[src/rtl/cla_operand_bus_driver.sv]
// Host-side transmitter for the time-multiplexed adder pin interface.
// Sequences operand A (captured on the pin_clk falling edge) and operand B
// (captured on the rising edge) over a shared bus, waits a settle period,
// then samples the DUT sum/carry pins and flags any mismatch against a+b.
module cla_operand_bus_driver #(
  parameter int unsigned WIDTH  = 7,
  parameter int unsigned HALF   = 2,
  parameter int unsigned SETTLE = 4
) (
  input  logic             clk,
  input  logic             rst_n,
  input  logic             op_valid,
  output logic             op_ready,
  input  logic [WIDTH-1:0] op_a,
  input  logic [WIDTH-1:0] op_b,
  output logic             pin_clk,
  output logic [WIDTH-1:0] pin_bus,
  input  logic [WIDTH-1:0] pin_sum,
  input  logic             pin_carry,
  output logic             res_valid,
  input  logic             res_ready,
  output logic [WIDTH-1:0] res_sum,
  output logic             res_carry,
  output logic             res_err
);

  localparam logic [2:0] S_IDLE = 3'd0;
  localparam logic [2:0] S_A_PH = 3'd1;
  localparam logic [2:0] S_FALL = 3'd2;
  localparam logic [2:0] S_B_PH = 3'd3;
  localparam logic [2:0] S_RISE = 3'd4;
  localparam logic [2:0] S_RESP = 3'd5;

  localparam logic [3:0] HALF_M1   = 4'(HALF - 1);
  localparam logic [3:0] SETTLE_M1 = 4'(SETTLE - 1);

  logic [2:0]       state_q, state_d;
  logic [3:0]       cnt_q, cnt_d;
  logic [WIDTH-1:0] a_q, a_d;
  logic [WIDTH-1:0] b_q, b_d;

  logic             pin_clk_q, pin_clk_d;
  logic [WIDTH-1:0] pin_bus_q, pin_bus_d;
  logic             op_ready_q, op_ready_d;
  logic             res_valid_q, res_valid_d;
  logic [WIDTH-1:0] res_sum_q, res_sum_d;
  logic             res_carry_q, res_carry_d;
  logic             res_err_q, res_err_d;

  logic [WIDTH:0]   sum_ab;

  assign sum_ab = {1'b0, a_q} + {1'b0, b_q};

  // Next-state, phase counter, operand latch and result capture.
  always_comb begin
    state_d     = state_q;
    cnt_d       = cnt_q;
    a_d         = a_q;
    b_d         = b_q;
    res_sum_d   = res_sum_q;
    res_carry_d = res_carry_q;
    res_err_d   = res_err_q;
    case (state_q)
      S_IDLE: begin
        if (op_valid && op_ready_q) begin
          a_d     = op_a;
          b_d     = op_b;
          state_d = S_A_PH;
          cnt_d   = HALF_M1;
        end
      end
      S_A_PH: begin
        if (cnt_q == '0) begin
          state_d = S_FALL;
          cnt_d   = '0;
        end else begin
          cnt_d = cnt_q - 4'd1;
        end
      end
      S_FALL: begin
        state_d = S_B_PH;
        cnt_d   = HALF_M1;
      end
      S_B_PH: begin
        if (cnt_q == '0) begin
          state_d = S_RISE;
          cnt_d   = SETTLE_M1;
        end else begin
          cnt_d = cnt_q - 4'd1;
        end
      end
      S_RISE: begin
        if (cnt_q == '0) begin
          state_d     = S_RESP;
          cnt_d       = '0;
          res_sum_d   = pin_sum;
          res_carry_d = pin_carry;
          res_err_d   = ({pin_carry, pin_sum} != sum_ab);
        end else begin
          cnt_d = cnt_q - 4'd1;
        end
      end
      S_RESP: begin
        if (res_ready) begin
          state_d = S_IDLE;
          cnt_d   = '0;
        end
      end
      default: begin
        state_d = S_IDLE;
        cnt_d   = '0;
      end
    endcase
  end

  // Pin and handshake outputs decoded from the next state so they register
  // in lockstep with the state; bus and clock transitions fall on different
  // state entries, so they never change in the same cycle.
  always_comb begin
    pin_clk_d   = 1'b1;
    pin_bus_d   = '0;
    op_ready_d  = 1'b0;
    res_valid_d = 1'b0;
    case (state_d)
      S_IDLE: op_ready_d = 1'b1;
      S_A_PH: pin_bus_d  = a_d;
      S_FALL: begin
        pin_clk_d = 1'b0;
        pin_bus_d = a_d;
      end
      S_B_PH: begin
        pin_clk_d = 1'b0;
        pin_bus_d = b_d;
      end
      S_RISE: pin_bus_d = b_d;
      S_RESP: begin
        pin_bus_d   = b_d;
        res_valid_d = 1'b1;
      end
      default: op_ready_d = 1'b1;
    endcase
  end

  // State and registered outputs; reset aborts any transaction in flight.
  always_ff @(posedge clk) begin
    if (!rst_n) begin
      state_q     <= S_IDLE;
      cnt_q       <= '0;
      a_q         <= '0;
      b_q         <= '0;
      pin_clk_q   <= 1'b1;
      pin_bus_q   <= '0;
      op_ready_q  <= 1'b1;
      res_valid_q <= 1'b0;
      res_sum_q   <= '0;
      res_carry_q <= 1'b0;
      res_err_q   <= 1'b0;
    end else begin
      state_q     <= state_d;
      cnt_q       <= cnt_d;
      a_q         <= a_d;
      b_q         <= b_d;
      pin_clk_q   <= pin_clk_d;
      pin_bus_q   <= pin_bus_d;
      op_ready_q  <= op_ready_d;
      res_valid_q <= res_valid_d;
      res_sum_q   <= res_sum_d;
      res_carry_q <= res_carry_d;
      res_err_q   <= res_err_d;
    end
  end

  assign pin_clk   = pin_clk_q;
  assign pin_bus   = pin_bus_q;
  assign op_ready  = op_ready_q;
  assign res_valid = res_valid_q;
  assign res_sum   = res_sum_q;
  assign res_carry = res_carry_q;
  assign res_err   = res_err_q;

endmodule

[config.mk]
export PLATFORM = sky130hd
export DESIGN_NAME = cla_operand_bus_driver
export DESIGN_NICKNAME = d
export VERILOG_FILES = /design/src/rtl/cla_operand_bus_driver.sv
export SDC_FILE = /design/constraint.sdc
export NUM_CORES = 1
export LEC_CHECK = 0
export BUFFER_PORTS_ARGS = -buffer_cell sky130_fd_sc_hd__buf_2
export CAP_MARGIN = 20
export CORE_UTILIZATION = 30
export DETAILED_ROUTE_END_ITERATION = 8
export GPL_TIMING_DRIVEN = 0
export PLACE_DENSITY_LB_ADDON = 0.15
export SLEW_MARGIN = 20
export SYNTH_ARGS = -nofsm -noshare
export SYNTH_HDL_FRONTEND = slang
export SYNTH_SLANG_ARGS = --single-unit
export TNS_END_PERCENT = 100
[constraint.sdc]
create_clock -name clk -period 2.59 [get_ports clk]
set_input_delay 0.259 -clock clk [delete_from_list [all_inputs] [get_ports clk]]
set_output_delay 0.259 -clock clk [all_outputs]
set_load 0.02 [all_outputs]
## After elaboration in Yosys (flattened, before gate mapping)

Index checks and enable logic that the tools add are counted.

- Add/subtract/negate cells: 2
- Multiply operators: 0
- Divide/modulo/power cells: 0
- Order comparisons: 0
- Eq/ne operators: 13
- Shifts and indexed selects: 0
- Muxes and demuxes: 19
- Bitwise logic cells: 0
- Reductions and logical operators: 10

Operators by type and width:

| kind | count |
|---|---|
| 7-bit 2-to-1 mux | 4 |
| 4-bit one-hot mux with 5 select lines | 1 |
| 3-bit one-hot mux with 6 select lines | 1 |
| 4-bit 2-to-1 mux | 4 |
| 3-bit 2-to-1 mux | 5 |
| 7-bit one-hot mux with 2 select lines | 1 |
| 3-bit by 2-bit equality test with 1-bit output, second input constant | 4 |
| 3-bit equality test, second input constant | 4 |
| 7-bit by 7-bit adder with 8-bit output | 1 |
| 8-bit != test | 1 |
| 3-bit by 1-bit equality test with 1-bit output, second input constant | 2 |
| 2-bit OR reduction | 3 |
| 5-bit OR reduction | 1 |
| 4-bit logical NOT | 1 |
| 2-bit != test, second input constant | 2 |
| 2-bit AND reduction | 2 |
| 4-bit by 1-bit subtractor with 4-bit output, second input constant | 1 |
| 3-bit logical NOT | 1 |
| 1-bit 2-to-1 mux | 3 |
| 3-bit OR reduction | 1 |
| 1-bit logical AND | 1 |

- Bits in registers: 40
- Latch bits: 0
- Bits in writable memories: 0
- Memory bits (read-only): 0
- Input bits: 26
- Memories kept: 0

## Longest topological paths before layout

- Depth after elaboration: 6
- Gate-level depth with buffers: 8
- Mapped depth without buffers: 8

## Least setup slack after synthesis

OpenSTA, ideal clock, no wires.

- Kind: flip-flop to flip-flop
- From: register a_q[4]
- To: register res_err_q, in the netlist res_err
- Setup time: 0.128 ns
- Data arrival time: 1.965 ns
- Setup slack: 0.497 ns
- Cell stages (with the launch flop): 7
- Clock period less this slack: 2.093 ns
- Cells stage by stage: dfxtp_1 -> ha_1 -> and2_4 -> a221o_1 -> or3_1 -> a2111oi_2 -> a31oi_1

- Cells in the longest elaborated chain, start to end: 2

RTL lines:

| what | line | RTL |
|---|---|---|
| from (decl) | 39 | `logic [WIDTH-1:0] a_q, a_d;` |
| from (signal assigned) | 149 | `a_q <= '0;` |
| from (signal assigned) | 161 | `a_q <= a_d;` |
| 7-bit by 7-bit adder with 8-bit output | 52 | `assign sum_ab = {1'b0, a_q} + {1'b0, b_q};` |
| 8-bit != test | 98 | `res_err_d = ({pin_carry, pin_sum} != sum_ab);` |
| to (signal assigned) | 169 | `res_err_q <= res_err_d;` |
| to (decl) | 48 | `logic res_err_q, res_err_d;` |

Every way passes these cells.
A chain may end at the register's enable or synchronous reset.

## Worst setup path in the final report

Same ends and word-level chain as after synthesis.

==> impl_metrics.csv <==
group,metric,value,unit
timing,setup_viol,0,
yosys,syn-num-nets,250,
placed_design,portBuffers,44,
timing,totalNegativeSetupSlack,0,ns
finish,multiInputGateArea,1062,um^2
run,max-cap-violations,0,
timing,final_hold_viol_count,0,
setup_path,path_cells,"ha_1 > and2_4 > a221o_1 > or3_1 > a2111oi_2 > a31oi_1",
timing,post-route-min-period,2.234,ns
timing,period_share,86.27,%
pwr,seq_power_share,35.5,%
global_routing,grt_pass1_vias,1526,
clock_tree,clock_latency,0.30,ns
clock_tree,cts_tree,"built",
worst_hold_path,min_path_cells,3,
pwr,ir_worst_vdd,0.3669,mV
global_routing,grt_max_degree,13,
floorplan,die_height,82.74,um
worst_hold_path,hold_class,"input pin to flop",
yosys,ys.flop_type,"dfxtp_1",
finish,drive_gt1_share,23.68,%
route,vias_per_cell,4.950,
floorplan,start_util,30.98,%
clock_tree,post-cts-setup-buffers,0,
placed_design,post-place-ws,0.3604,ns
clock_tree,clockRootBuffer,"clkbuf_8",
floorplan,ioPinCount,45,
finish,diodes,0,
yosys,yosys_warnings,0,
pwr,power_density,981.0,nW/um^2
global_routing,grt_overflow,0,
placed_design,gp_congestion,0.8341,
setup_path,worstReg2RegStart,"a_q[4]",
clock_tree,cts.repair.resized,0,
yosys,ys_seq_area_share,40.95,%
finish,fin_nets,301,
pwr,pwr-share-comb,45.4,%
route,post_drt_wl_per_cell,13.81,um
timing,layout_setup_ws,0.3555,ns
setup_path,critPathMaxFanout,4,
route,ant_nets,0,
setup_path,r2r_end,"res_err",
finish,regArea,800.8,um^2
setup_path,slowest_delay,0.40,ns
setup_path,path_class,"flop to flop",
global_routing,antenna_found_initial,0,
yosys,syn_inst,214,
timing,finalClockSkew,0.008406,ns
setup_path,crit_required,2.77,ns
finish,syn_to_final_growth,20.92,%
clock_tree,hold_buffers,0,
timing,fmax,447.5,MHz
route,num_vias,1698,
worst_hold_path,worstHoldStart,"rst_n",
run_status,status,"complete, no violations",
floorplan,rows,29,
global_routing,grt.total_usage,15.18,%
pwr,p_sw,0.9165,mW
yosys,synth_cell_types,43,
yosys,synth_edf_count,0,
clock_tree,cts.clk_slew.worst_paths,0.08,ns
route,drt_iter0_drc,50,
floorplan,fp.dieArea,6846,um^2
worst_hold_path,hold_end,"a_q[6]",
floorplan,die_w,82.74,um
timing,slew_headroom,51.02,%
clock_tree,htreeDepth,2,
timing,rsz0062_at_grt,"no",
setup_path,r2r_setup_slack,0.36,ns
yosys,syn_avg_cell_area,9.138,um^2
yosys,synth_seq_cells,40,
route,routed_wl,4737,um
yosys,async_flop_share,0,%
timing,tightest_slew,0.7292,ns
route,drcViolationCount,0,
pwr,p_int,1.403,mW
floorplan,core,6314,um^2
setup_path,cp_data_arrival_time,2.41,ns
global_routing,grt_pass1_wl,7548,um
clock_tree,clock-sinks,40,
pwr,p_leak,1.075,nW
finish,num-fill-cells,680,
clock_tree,cts_buffer_depth,2,
clock_tree,cts_buffers,5,
pwr,p_clk_share,19.1,%
yosys,netlist_area,1956,um^2
pwr,switching_share,39.51,%
placed_design,place_hpwl,3447,um
setup_path,endpoint_kind,"flop",
setup_path,start_kind,"flop",
timing,drv_slew,0,
setup_path,reg2reg_depth,6,
route,first_pass_iters,4,
setup_path,crit_path_top_delay_cell,"or3_1",
-- cell usage after synthesis (2+ instances only) --
master | instances | area, um^2
xor2_1 | 4 | 35.03
nor2_1 | 18 | 67.56
a31oi_1 | 3 | 18.77
dfxtp_1 | 40 | 800.8
o21ai_0 | 4 | 20.02
ha_1 | 9 | 112.6
nor3_1 | 2 | 10.01
or2_2 | 2 | 12.51
or3_1 | 3 | 18.77
clkbuf_1 | 5 | 18.77
nand2_1 | 23 | 86.33
mux2i_1 | 14 | 140.1
a21o_1 | 3 | 22.52
nand2b_1 | 9 | 56.30
o32ai_1 | 7 | 61.31
nor2b_1 | 3 | 18.77
a21oi_1 | 18 | 90.09
xnor2_1 | 10 | 87.58
inv_1 | 13 | 48.80
-- state kept, by name (all words and copies together) (netlist names), 3 cells and up --
signal,count
a_q,7
b_q,7
cnt_q,4
pin_bus,7
res_sum,7
state_q,3
-- through the flow --
step	util [%]	hold slack (ns)	cell area, um^2	instances	power [mW]
floorplan	-	0.3804	1956	214	1.651
global placement	35.99	0.4495	2272	335	1.898
detailed placement	35.99	0.4532	2272	335	1.891
CTS	37.46	0.1909	2365	343	2.340
global route	37.46	0.2054	2365	343	2.499
finish	37.46	0.1994	2365	343	2.320
-- how the worst max path moves through the flow --
stage	slack, ns	start	to	cells past startpoint
2_1_floorplan	0.50	a_q[4]	res_err	6
3_3_place_gp	0.37	a_q[4]	res_err	6
3_5_place_dp	0.36	a_q[4]	res_err	6
4_1_cts	0.34	a_q[4]	res_err	6
5_1_grt	0.13	cnt_q[0]	res_err	8
6_report	0.36	a_q[4]	res_err	6
-- kinds of logic (layout without fill, tap and decap cells) --
logic type      after synthesis  in the layout  synth area share [%]
compound gates               45             45                 15.68
buf+inv                      22             74                 4.734
simple gates                 69             69                 18.43
flops                        40             40                 40.95
fa+ha+maj                    10             10                 6.782
mux                          14             14                 7.165
xor+xnor                     14             14                 6.270
-- power by group through the flow --
stage / combinational, mW / clock [mW] / sequential (mW)
2_1_floorplan: 0.768 / 0 / 0.883
3_3_place_gp: 1.06 / 0 / 0.838
3_5_place_dp: 1.05 / 0 / 0.839
4_1_cts: 1.06 / 0.455 / 0.826
5_1_grt: 1.17 / 0.484 / 0.843
6_report: 1.05 / 0.443 / 0.824
-- cells in the final DEF (no fill, tap or decap), types with 2 or more instances in the layout --
master    Yosys  final
clkinv_2      0      2
nand2_1      23     23
clkbuf_8      0      6
dfxtp_1      40     40
nor3_1        2      2
a21oi_1      18     18
clkbuf_1      5      5
inv_1        13     13
ha_1          9      9
nor2b_1       3      3
a31oi_1       3      3
a21o_1        3      3
o21ai_0       4      4
or3_1         3      3
xor2_1        4      4
nand2b_1      9      9
nor2_1       18     18
xnor2_1      10     10
o32ai_1       7      7
mux2i_1      14     14
or2_2         2      2
buf_2         1     45
-- cell type report --
type / count / area share (%)
Sequential cell: 40 / 33.86
Inverter: 14 / 2.222
Clock buffer: 6 / 3.492
Tap cell: 77 / 4.074
Clock inverter: 2 / 0.4233
Buffer: 8 / 1.693
Timing Repair Buffer: 44 / 9.312
Multi-Input combinational cell: 152 / 44.92
-- layer usage --
layer	vias up	routed length (um)	track usage, %	share of wire [%]
met5	-	0	0	0
met4	0	63	5.690	1.3
met3	6	192	3.736	4.1
met1	812	2352	20.32	50
met2	35	2128	23.36	45
li1	845	-	-	-
-- critical path, delay by kind of cell (launching register included) --
kind	cells	cell delay, ns
fa+ha+maj	1	0.35
flops	1	0.33
compound gates	3	0.85
simple gates	2	0.58
Note: power is estimated with default switching activity, not from simulation.
